==> config.mk <==
export PLATFORM = sky130hd
export DESIGN_NAME = ram_write_ctrl
export DESIGN_NICKNAME = d
export VERILOG_FILES = /design/src/rtl/ram_write_ctrl.sv
export SDC_FILE = /design/constraint.sdc
export NUM_CORES = 1
export LEC_CHECK = 0
export CAP_MARGIN = 20
export CELL_PAD_IN_SITES_DETAIL_PLACEMENT = 0
export CELL_PAD_IN_SITES_GLOBAL_PLACEMENT = 2
export CORE_UTILIZATION = 41
export DETAILED_ROUTE_END_ITERATION = 8
export PLACE_DENSITY = 0.91
export SYNTH_ARGS = -nofsm -noshare
export SYNTH_HDL_FRONTEND = slang
export SYNTH_SLANG_ARGS = --single-unit
==> constraint.sdc <==
create_clock -name clk -period 4.3 [get_ports clk]
set_input_delay 0.86 -clock clk [delete_from_list [all_inputs] [get_ports clk]]
set_output_delay 0.86 -clock clk [all_outputs]
set_load 0.02 [all_outputs]
==> src/rtl/ram_write_ctrl.sv <==
// Front end for the 8x8 display RAM pair: conditions raw keys and switches into
// single-cycle writes, a zero-fill sweep on clear, and a manual or auto-scanned read address.
module ram_write_ctrl #(
    parameter int unsigned ADDR_W    = 3,
    parameter int unsigned DATA_W    = 8,
    parameter logic [19:0] DB_CYCLES = 20'd1_000_000,
    parameter logic [25:0] SCAN_DIV  = 26'd50_000_000
) (
    input  logic              clk,
    input  logic              clrn,
    input  logic              key_wr,
    input  logic              key_clr,
    input  logic [ADDR_W-1:0] sw_waddr,
    input  logic [DATA_W-1:0] sw_data,
    input  logic [ADDR_W-1:0] sw_raddr,
    input  logic              scan_mode,
    output logic              we,
    output logic [ADDR_W-1:0] inaddr,
    output logic [DATA_W-1:0] din,
    output logic [ADDR_W-1:0] outaddr,
    output logic              busy
);

    localparam logic [ADDR_W-1:0] ADDR_ONE = 1;
    localparam logic [ADDR_W-1:0] ADDR_MAX = '1;

    typedef enum logic [1:0] {StIdle, StWrite, StClear} state_e;

    // Key index 0 is the write key, index 1 the clear key.
    logic [1:0]  sync1_q, sync2_q, db_q, db_d, db_dly_q;
    logic [19:0] db_cnt_q [2];
    logic [19:0] db_cnt_d [2];
    logic        wr_req, clr_req;

    logic [ADDR_W-1:0] sw_waddr_q, sw_raddr_q;
    logic [DATA_W-1:0] sw_data_q;
    logic              scan_mode_q;

    state_e            state_q, state_d;
    logic              we_q, we_d, busy_q, busy_d;
    logic [ADDR_W-1:0] inaddr_q, inaddr_d;
    logic [DATA_W-1:0] din_q, din_d;

    logic [25:0]       div_q, div_d;
    logic [ADDR_W-1:0] outaddr_q, outaddr_d;

    // Level flips only once DB_CYCLES consecutive samples disagree with it.
    always_comb begin
        for (int k = 0; k < 2; k++) begin
            db_d[k]     = db_q[k];
            db_cnt_d[k] = '0;
            if (sync2_q[k] != db_q[k]) begin
                if (db_cnt_q[k] == DB_CYCLES - 20'd1) begin
                    db_d[k] = ~db_q[k];
                end else begin
                    db_cnt_d[k] = db_cnt_q[k] + 20'd1;
                end
            end
        end
    end

    assign wr_req  = db_q[0] & ~db_dly_q[0];
    assign clr_req = db_q[1] & ~db_dly_q[1];

    always_comb begin
        state_d  = state_q;
        we_d     = 1'b0;
        busy_d   = 1'b0;
        inaddr_d = inaddr_q;
        din_d    = din_q;
        unique case (state_q)
            StIdle: begin
                if (clr_req) begin
                    state_d  = StClear;
                    inaddr_d = '0;
                    din_d    = '0;
                    we_d     = 1'b1;
                    busy_d   = 1'b1;
                end else if (wr_req) begin
                    state_d  = StWrite;
                    inaddr_d = sw_waddr_q;
                    din_d    = sw_data_q;
                    we_d     = 1'b1;
                    busy_d   = 1'b1;
                end
            end
            StWrite: state_d = StIdle;
            StClear: begin
                if (inaddr_q == ADDR_MAX) begin
                    state_d = StIdle;
                end else begin
                    inaddr_d = inaddr_q + ADDR_ONE;
                    we_d     = 1'b1;
                    busy_d   = 1'b1;
                end
            end
            default: state_d = StIdle;
        endcase
    end

    // Divider stays cleared in manual mode so a scan always starts with a full step.
    always_comb begin
        div_d     = '0;
        outaddr_d = outaddr_q;
        if (!scan_mode_q) begin
            outaddr_d = sw_raddr_q;
        end else if (div_q == SCAN_DIV - 26'd1) begin
            outaddr_d = outaddr_q + ADDR_ONE;
        end else begin
            div_d = div_q + 26'd1;
        end
    end

    always_ff @(posedge clk or negedge clrn) begin
        if (!clrn) begin
            sync1_q     <= '0;
            sync2_q     <= '0;
            db_q        <= '0;
            db_dly_q    <= '0;
            for (int k = 0; k < 2; k++) begin
                db_cnt_q[k] <= '0;
            end
            sw_waddr_q  <= '0;
            sw_raddr_q  <= '0;
            sw_data_q   <= '0;
            scan_mode_q <= 1'b0;
            state_q     <= StIdle;
            we_q        <= 1'b0;
            busy_q      <= 1'b0;
            inaddr_q    <= '0;
            din_q       <= '0;
            div_q       <= '0;
            outaddr_q   <= '0;
        end else begin
            sync1_q     <= {key_clr, key_wr};
            sync2_q     <= sync1_q;
            db_q        <= db_d;
            db_dly_q    <= db_q;
            for (int k = 0; k < 2; k++) begin
                db_cnt_q[k] <= db_cnt_d[k];
            end
            sw_waddr_q  <= sw_waddr;
            sw_raddr_q  <= sw_raddr;
            sw_data_q   <= sw_data;
            scan_mode_q <= scan_mode;
            state_q     <= state_d;
            we_q        <= we_d;
            busy_q      <= busy_d;
            inaddr_q    <= inaddr_d;
            din_q       <= din_d;
            div_q       <= div_d;
            outaddr_q   <= outaddr_d;
        end
    end

    assign we      = we_q;
    assign busy    = busy_q;
    assign inaddr  = inaddr_q;
    assign din     = din_q;
    assign outaddr = outaddr_q;

endmodule

==> results of run 1 <==
==> registers in the layout (all words and copies together), names as in the netlist, 3 cells and up <==
signal,flops
din,8
sw_raddr_q,3
db_cnt_q,40
inaddr,3
sw_data_q,8
div_q,26
sw_waddr_q,3
outaddr,3
==> cell usage after synthesis, types with 2 or more instances <==
cell type  number  area, um2
o31ai_1        12       90.1
nor4_1          4       25.0
xor2_1         24        210
nand2b_1        2       12.5
and4_1          7       61.3
and2_1          3       18.8
buf_4           2       15.0
nor2_1         46        173
inv_1          14       52.6
xnor2_1        11       96.3
nor2b_1         3       18.8
o21ai_0        21        105
mux2_2          3       33.8
dfrtp_1       106       2650
buf_2           4       20.0
or3_1          17        106
a22o_1          8       70.1
nand4_1        19        119
a21oi_1        27        135
a22oi_1         2       15.0
or4_1          11       82.6
nand2_1        26       97.6
nor3_1          3       15.0
nor4b_1         3       26.3
ha_1            6       75.1
and3_1          8       50.1
or3_2           3       22.5
a31oi_1         3       18.8
clkbuf_1       11       41.3
nand3_1        20        100
o21ai_1         2       10.0
==> final timing paths <==
| check | startpoint | to | slack [ps] | cells past startpoint |
|---|---|---|---|---|
| setup / recovery | db_cnt_q[35] | db_cnt_q[38] | 1840 | 4 |
| hold / removal | sync1_q[1] | sync2_q[1] | 360 | 0 |
| setup reg to reg | db_cnt_q[35] | db_cnt_q[38] | 1840 | 4 |
| hold reg to reg | sync1_q[1] | sync2_q[1] | 360 | 0 |
| max in group asynchronous | clrn | din[3] | 2910 | 2 |
| min in group asynchronous | clrn | db_cnt_q[17] | 540 | 1 |
==> stage by stage <==
stage	setup slack, ps	power (mW)	hold WS (ps)	area (um2)	util [%]
after floorplan	2350	1.07	331	4690	-
after global placement	1870	1.13	344	5150	46.9
after detailed placement	1840	1.13	348	5150	46.9
after CTS	1830	1.95	363	5450	49.6
after global routing	1680	2.01	371	5450	49.6
final	1840	1.92	357	5450	49.6
==> cell type report <==
| class | instances | share of cell area [%] |
|---|---|---|
| clock buffer | 10 | 4.39 |
| clock inverter | 5 | 1.01 |
| inverter | 14 | 0.965 |
| multi-input combinational | 306 | 35.0 |
| sequential | 106 | 48.7 |
| tap | 140 | 3.22 |
| timing repair buffer | 38 | 6.75 |
==> worst max-delay path, stage by stage (launching register included) <==
cell     delay [ps]
dfrtp_1         400
or4b_1          520
or4_4           530
o21ai_2         660
o21ba_1         240
==> kinds of logic (layout without fill, tap and decap cells) <==
logic type	Yosys count	count (layout)	share of synthesized area (%)
AO/OA/AOI/OAI	79	79	10.3
XOR/XNOR	35	35	6.54
adder cells (fa/ha/maj)	6	6	1.60
buffers and inverters	32	67	2.86
flip-flops	106	106	56.6
multiplexers	3	3	0.721
AND/OR/NAND/NOR	183	183	21.4
==> power breakdown <==
group	internal (mW)	total (mW)	leakage [nW]	switching, mW
Clock	0.462	0.813	0.140	0.351
Combinational	0.0320	0.0800	0.729	0.0480
Sequential	1.02	1.03	1.42	0.0128
Total	1.51	1.92	2.29	0.412
==> layer usage <==
| layer | GRT usage (%) | vias up |
|---|---|---|
| met5 | 0 | - |
| met4 | 5.21 | 0 |
| met3 | 5.56 | 8 |
| met2 | 25.5 | 48 |
| met1 | 23.3 | 1584 |
| li1 | - | 1661 |
==> results.py, run 1 <==
metrics = {
    "run_status": {
        "status": "finished, final reports clean",
    },
    "layout": {
        "diodes": 0,
        "register_area_mm2": 0.00265,
        "fill_cells": 1033,
        "layout_common_cells": "dfrtp_1 (106), nor2_1 (46), clkdlybuf4s50_1 (33)",
        "layout.cells.non_filler": 619,
        "drive_gt1_share_pct": 6.89,
        "multi_input_area_mm2": 0.00190,
        "layout.nets": 500,
        "final_common_cell": "dfrtp_1",
        "syn2layout_area_growth_pct": 16.2,
    },
    "setup_path": {
        "endpoint_kind": "register",
        "critPathArrivalTime_ps": 2700,
        "crit_type": "reg2reg",
        "critPathMaxFanout": 20,
        "start_kind": "register",
        "critPathRequiredTime_ps": 4540,
    },
    "detailed_routing": {
        "wirelength_met1_um": 4490,
        "detail-route-antenna-nets": 0,
        "top_layer_used": "met4",
        "via_per_inst": 5.33,
        "route.detailed.drc": 0,
        "routed_wl_um": 8910,
        "via_count": 3301,
        "firstDrtPassIters": 5,
        "drtIter0Drc": 262,
        "wl_met3_um": 358,
        "wl_per_cell_um": 14.4,
        "dr_wl_met2_um": 3980,
    },
    "synth": {
        "synth_flop_cell": "dfrtp_1",
        "ys_ff_latch": 106,
        "ys_warn_count": 0,
        "synth-edff-count": 0,
        "netlist_area_mm2": 0.00469,
        "ys_types": 44,
        "ys_seq_area_share_pct": 56.6,
        "synth.avg_cell_area_um2": 10.6,
        "netlist_instances": 444,
        "synth_fp_nets": 469,
        "synthArstFlopShare_pct": 100,
    },
    "placement": {
        "gp_congestion": 0.763,
        "io_buffers": 34,
        "dpl.cell_count": 604,
        "hpwlAfterDp_um": 5920,
    },
    "clock_network": {
        "insertion_delay_ps": 350,
        "tritoncts": "yes",
        "clock_sinks": 106,
        "clockBufferDepth": 2,
        "path_clk_slew_ps": 70,
        "postCtsSetupBuffers": 0,
        "cts_htree_levels": 3,
        "cts_root_buffer": "clkbuf_16",
        "numCtsBuffers": 9,
        "cts_resized": 0,
        "ctsHoldBuffers": 0,
    },
    "die": {
        "rows": 38,
        "core-area_mm2": 0.0110,
        "boundaryPins": 35,
        "dieArea_mm2": 0.0119,
        "die_h_um": 109,
        "die_x_um": 109,
        "start_util_pct": 42.7,
    },
    "global_route": {
        "overflow": 0,
        "grt_max_degree": 54,
        "antenna_found_initial": 0,
        "grt_pass1_wl_um": 15200,
        "first_global_vias": 3171,
        "grt.total_usage_pct": 17.0,
    },
    "sta": {
        "min_period_over_period_pct": 57.3,
        "slew_violations": 0,
        "setup-tns-final_ps": 0,
        "fin_skew_ps": 5.09,
        "max_slew.worst_pin.slew_ps": 834,
        "rsz0062_at_grt": "no",
        "max_freq_ghz": 0.406,
        "setup_violations": 0,
        "hold_viol": 0,
        "relSlewSlack_pct": 44.4,
        "finalCriticalPeriod_ps": 2460,
    },
    "job": {
        "maxCapViolations": 0,
    },
    "min_path": {
        "min_path_type": "reg2reg",
    },
    "pwr": {
        "power.density_mw_per_mm2": 353,
        "peakVddDrop_v": 0.000384,
        "leakagePower_nw": 2.29,
    },
}
No activity file was read; power rests on OpenSTA's default activity.
==> inputs of run 2 (changes only) <==
--- a/config.mk
+++ b/config.mk
@@ -8,9 +8,9 @@
 export CAP_MARGIN = 20
 export CELL_PAD_IN_SITES_DETAIL_PLACEMENT = 0
 export CELL_PAD_IN_SITES_GLOBAL_PLACEMENT = 2
-export CORE_UTILIZATION = 41
+export CORE_UTILIZATION = 35
 export DETAILED_ROUTE_END_ITERATION = 8
-export PLACE_DENSITY = 0.91
+export PLACE_DENSITY = 0.83
 export SYNTH_ARGS = -nofsm -noshare
 export SYNTH_HDL_FRONTEND = slang
 export SYNTH_SLANG_ARGS = --single-unit
==> constraint.sdc (replaced) <==
create_clock -name clk -period 2.2 [get_ports clk]
set_input_delay 0.44 -clock clk [delete_from_list [all_inputs] [get_ports clk]]
set_output_delay 0.44 -clock clk [all_outputs]
set_load 0.02 [all_outputs]
==> run 2 against run 1 <==
  * Largest cell class unchanged
  * Largest power group unchanged
  * Sequential power grew 95%
  * Sequential share of layout area shrank 0.77 points
  * Register-to-register slack lost 1700 ps
==> results.py, run 2 (same netlist as run 1, synthesis figures left out) <==
metrics = {
    "placement": {
        "dp_worst_setup_slack_ps": 146,
        "dpl.cell_count": 641,
        "gp_congestion": 0.742,
        "hpwlAfterDp_um": 6430,
        "io_buffers": 34,
    },
    "setup_path": {
        "critPathArrivalTime_ps": 2300,
        "critPathMaxFanout": 20,
        "critPathRequiredTime_ps": 2440,
        "start_kind": "register",
        "crit_type": "reg2reg",
        "endpoint_kind": "register",
    },
    "global_route": {
        "overflow": 0,
        "antenna_found_initial": 0,
        "grt_pass1_wl_um": 16200,
        "first_global_vias": 3326,
        "grt_max_degree": 52,
        "grt.total_usage_pct": 14.6,
    },
    "layout": {
        "largest_reg_flops": 40,
        "fill_cells": 1240,
        "layout_common_cells": "dfrtp_1 (106), nor2_1 (46), clkdlybuf4s50_1 (33)",
        "top_regs": "db_cnt_q: 40 flops, div_q: 26 flops",
        "diodes": 0,
        "layout.nets": 505,
        "final_common_cell": "dfrtp_1",
        "drive_gt1_share_pct": 7.84,
        "syn2layout_area_growth_pct": 18.1,
        "layout.cells.non_filler": 657,
        "regMostFlops": "db_cnt_q",
    },
    "clock_network": {
        "numCtsBuffers": 9,
        "insertion_delay_ps": 340,
        "clock_sinks": 106,
        "ctsHoldBuffers": 0,
        "clockBufferDepth": 2,
        "tritoncts": "yes",
        "path_clk_slew_ps": 70,
        "cts_root_buffer": "clkbuf_16",
        "cts_resized": 0,
        "postCtsSetupBuffers": 0,
        "cts_htree_levels": 3,
    },
    "pwr": {
        "swShare_pct": 22.5,
        "peakVddDrop_v": 0.000371,
        "seq_power_share_pct": 54.5,
        "p_sw_uw": 829,
        "internal_power_mw": 2.86,
        "pwr-share-comb_pct": 4.4,
        "leakagePower_nw": 2.32,
        "p_total_mw": 3.69,
        "clock_power_share_pct": 41.1,
        "power.density_mw_per_mm2": 666,
    },
    "detailed_routing": {
        "route.detailed.drc": 0,
        "firstDrtPassIters": 4,
        "routed_wl_um": 9290,
        "wl_per_cell_um": 14.1,
        "drtIter0Drc": 171,
        "via_per_inst": 5.21,
        "via_count": 3424,
        "detail-route-antenna-nets": 0,
    },
    "min_path": {
        "min_path_type": "in2async",
    },
    "job": {
        "maxCapViolations": 0,
    },
    "sta": {
        "hold_viol": 0,
        "slew_violations": 0,
        "setup_violations": 0,
        "rsz0062_at_grt": "no",
        "setup-tns-final_ps": 0,
        "finalCriticalPeriod_ps": 2060,
        "max_freq_ghz": 0.485,
        "fin_skew_ps": 5.31,
        "min_period_over_period_pct": 93.7,
        "relSlewSlack_pct": 58.5,
        "holdWs_ps": 5.22,
        "max_slew.worst_pin.slew_ps": 618,
        "fin_ws_ps": 139,
    },
    "run_status": {
        "status": "finished, final reports clean",
    },
    "die": {
        "rows": 41,
        "boundaryPins": 35,
        "dieArea_mm2": 0.0139,
        "die_x_um": 118,
        "core-area_mm2": 0.0128,
        "start_util_pct": 36.5,
        "die_h_um": 118,
    },
}
## run 2: changes by cell type in the layout (fill, tap and decap cells not counted), sizes merged
cell      before  now
clkbuf        10   11
clkinvlp       2    0
inv           14   16
buf            5   10
clkinv         2    3
bufinv         1    0
## run 2: worst paths after layout
kind / from / end / slack (ps) / depth (start not counted)
max in group asynchronous: clrn / db_cnt_q[33] / 1620 / 2
hold / removal: clrn / db_cnt_q[12] / 5 / 1
min in group clk: sync1_q[0] / sync2_q[0] / 370 / 0
hold reg to reg: sync1_q[0] / sync2_q[0] / 370 / 0
setup reg to reg: db_cnt_q[35] / db_cnt_q[38] / 140 / 5
setup / recovery: db_cnt_q[35] / db_cnt_q[38] / 140 / 5
## run 2: stage by stage
stage / utilization (%) / area, um2
CTS: 43.2 / 5530
detailed placement: 41.0 / 5260
global placement: 41.0 / 5260
floorplan: - / 4690
finish: 43.2 / 5530
global route: 43.2 / 5530
## run 2: cell type report
cell class / count / area [um2] / area share [%]
inverters: 14 / 52.6 / 0.950
flip-flops and latches: 106 / 2650 / 47.9
clock buffers: 11 / 243 / 4.39
repair buffers: 43 / 430 / 7.78
well taps: 172 / 215 / 3.89
multi-input cells: 306 / 1900 / 34.4
clock inverters: 5 / 36.3 / 0.656
## run 2: layer usage
metal / vias to the layer above / wire (um) / global-route usage (%)
met5: - / 0 / 0
met4: 0 / 113 / 4.57
li1: 1665 / - / -
met1: 1710 / 4310 / 18.4
met3: 6 / 273 / 4.07
met2: 43 / 4590 / 24.0
## run 2: worst max-delay path: stages (launching register included)
cell and delay, ps:
dfrtp_1 400, or4b_1 520, or4_4 530, o21ai_2 180
buf_12 170, o21ba_1 150
## run 2: power by group through the flow
stage	registers, mW	clock network, mW	logic (mW)
6_report	2.01	1.51	0.164
2_1_floorplan	2.04	0	0.0565
3_5_place_dp	2.05	0	0.170
4_1_cts	2.01	1.59	0.171
3_3_place_gp	2.05	0	0.167
5_1_grt	2.01	1.64	0.189
==> inputs of run 3 (changes only) <==
--- a/config.mk
+++ b/config.mk
@@ -8,9 +8,12 @@
 export CAP_MARGIN = 20
 export CELL_PAD_IN_SITES_DETAIL_PLACEMENT = 0
 export CELL_PAD_IN_SITES_GLOBAL_PLACEMENT = 2
+export CORE_MARGIN = 2
 export CORE_UTILIZATION = 35
 export DETAILED_ROUTE_END_ITERATION = 8
+export GPL_ROUTABILITY_DRIVEN = 0
 export PLACE_DENSITY = 0.83
+export SKIP_CTS_REPAIR_TIMING = 1
 export SYNTH_ARGS = -nofsm -noshare
 export SYNTH_HDL_FRONTEND = slang
 export SYNTH_SLANG_ARGS = --single-unit
==> run 3 against run 2 <==
  * Worst setup slack worse by 6.5 ps
  * Non-clock buffer count up 2
  * First-iteration DRC count rose by 26%
  * Sequential share of layout area is 0.16 points lower
  * Fmax down 0.31%
  * Register-to-register slack about the same
  * Sequential cell count unchanged
  * Core utilization is 0.88 points lower
  * Total power barely moved
  * Via count shrank 0.55%
  * Cell area is 0.34% higher
  * Critical endpoint is now db_q[0]
==> results.py, run 3 (same netlist as run 1, synthesis figures left out) <==
metrics = {
    "run_status": {
        "status": "finished, final reports clean",
    },
    "pwr": {
        "power.density_mw_per_mm2": 664,
        "peakVddDrop_v": 0.000429,
        "leakagePower_nw": 2.32,
    },
    "setup_path": {
        "endpoint_kind": "register",
        "crit_type": "reg2reg",
        "crit_path_cell_trace": "or4b_1, or4_4, nor2_1, mux2_2",
        "slowest_stage": "or4b_1",
        "critPathRequiredTime_ps": 2440,
        "slowest_delay_ps": 530,
        "critPathMaxFanout": 4,
        "critPathArrivalTime_ps": 2310,
        "cp_num_buf_inv": 0,
        "start_kind": "register",
        "cp_top_family": "simple AND/OR/NAND/NOR gates",
    },
    "sta": {
        "slew_violations": 0,
        "setup_violations": 0,
        "hold_viol": 0,
        "max_slew.worst_pin.slew_ps": 630,
        "rsz0062_at_grt": "no",
        "fin_ws_ps": 132,
        "relSlewSlack_pct": 57.7,
        "holdWs_ps": 69.4,
        "finalCriticalPeriod_ps": 2070,
        "fin_skew_ps": 9.97,
        "min_period_over_period_pct": 94.0,
        "max_freq_ghz": 0.484,
        "setup-tns-final_ps": 0,
    },
    "layout": {
        "final_common_cell": "dfrtp_1",
        "final_util_pct": 42.3,
        "syn2layout_area_growth_pct": 18.5,
        "regMostFlops": "db_cnt_q",
        "layout_common_cells": "dfrtp_1 (106), nor2_1 (46), clkdlybuf4s50_1 (33)",
        "largest_reg_flops": 40,
        "final_cell_area_mm2": 0.00555,
        "drive_gt1_share_pct": 8.42,
        "diodes": 0,
        "layout.nets": 507,
        "top_regs": "db_cnt_q: 40 flops, div_q: 26 flops",
    },
    "placement": {
        "hpwlAfterDp_um": 6330,
        "placed_area_mm2": 0.00528,
        "dp_worst_setup_slack_ps": 139,
        "io_buffers": 34,
    },
    "detailed_routing": {
        "firstDrtPassIters": 4,
        "via_count": 3405,
        "detail-route-antenna-nets": 0,
        "via_per_inst": 5.14,
        "wl_per_cell_um": 13.9,
        "drtIter0Drc": 216,
        "route.detailed.drc": 0,
        "routed_wl_um": 9240,
        "dr_wl_met2_um": 4370,
        "wirelength_met1_um": 4430,
        "wl_met3_um": 223,
        "top_layer_used": "met4",
    },
    "clock_network": {
        "clock_sinks": 106,
        "cts_root_buffer": "clkbuf_16",
        "insertion_delay_ps": 350,
        "tritoncts": "yes",
        "numCtsBuffers": 9,
        "clockBufferDepth": 2,
        "path_clk_slew_ps": 70,
        "cts_htree_levels": 3,
    },
    "die": {
        "rows": 42,
        "start_util_pct": 35.7,
        "die_x_um": 120,
        "dieArea_mm2": 0.0143,
        "core-area_mm2": 0.0131,
        "die_h_um": 120,
        "boundaryPins": 35,
    },
    "global_route": {
        "first_global_vias": 3433,
        "grt_pass1_wl_um": 16500,
        "antenna_found_initial": 0,
        "overflow": 0,
        "grt.total_usage_pct": 14.3,
        "grt_max_degree": 40,
    },
    "min_path": {
        "min_path_type": "in2async",
    },
    "job": {
        "maxCapViolations": 0,
    },
}
[run 3: changes by cell type in the layout (fill, tap and decap cells not counted)]
cell,before,now
clkinvlp_4,0,3
buf_4,8,10
clkbuf_1,1,0
clkbuf_8,1,0
clkinv_4,1,0
inv_6,2,1
inv_8,0,1
[run 3: worst paths after layout]
kind / from / end / slack, ps / cells past startpoint
setup reg to reg: db_cnt_q[35] / db_q[0] / 130 / 4
hold / removal: clrn / db_cnt_q[16] / 70 / 1
setup / recovery: db_cnt_q[35] / db_q[0] / 130 / 4
hold reg to reg: sync1_q[0] / sync2_q[0] / 350 / 0
min in group clk: sync1_q[0] / sync2_q[0] / 350 / 0
max in group asynchronous: clrn / sync2_q[1] / 1510 / 2
[run 3: per-layer routing]
| layer | vias up | GRT usage (%) |
|---|---|---|
| met5 | - | 0 |
| met4 | 0 | 7.06 |
| met1 | 1676 | 19.4 |
| met2 | 46 | 22.6 |
| li1 | 1672 | - |
| met3 | 11 | 1.95 |
[run 3: power breakdown]
group          total [mW]  internal, mW  switching (mW)
clock                1.51         0.775           0.737
combinational       0.166        0.0720          0.0940
sequential           2.01          1.98          0.0255
total                3.69          2.83           0.856
[run 3: metrics by stage]
step / cells / power (mW)
2_1_floorplan: 444 / 2.10
5_1_grt: 663 / 3.84
4_1_cts: 663 / 3.74
3_5_place_dp: 647 / 2.22
3_3_place_gp: 647 / 2.22
6_report: 663 / 3.69
[run 3: layout make-up]
class | instances | area [um2]
tap | 176 | 220
fill | 1259 | 7580
timing repair buffer | 45 | 445
clock inverter | 7 | 52.6
sequential | 106 | 2650
multi-input combinational | 306 | 1900
clock buffer | 9 | 225
inverter | 14 | 52.6
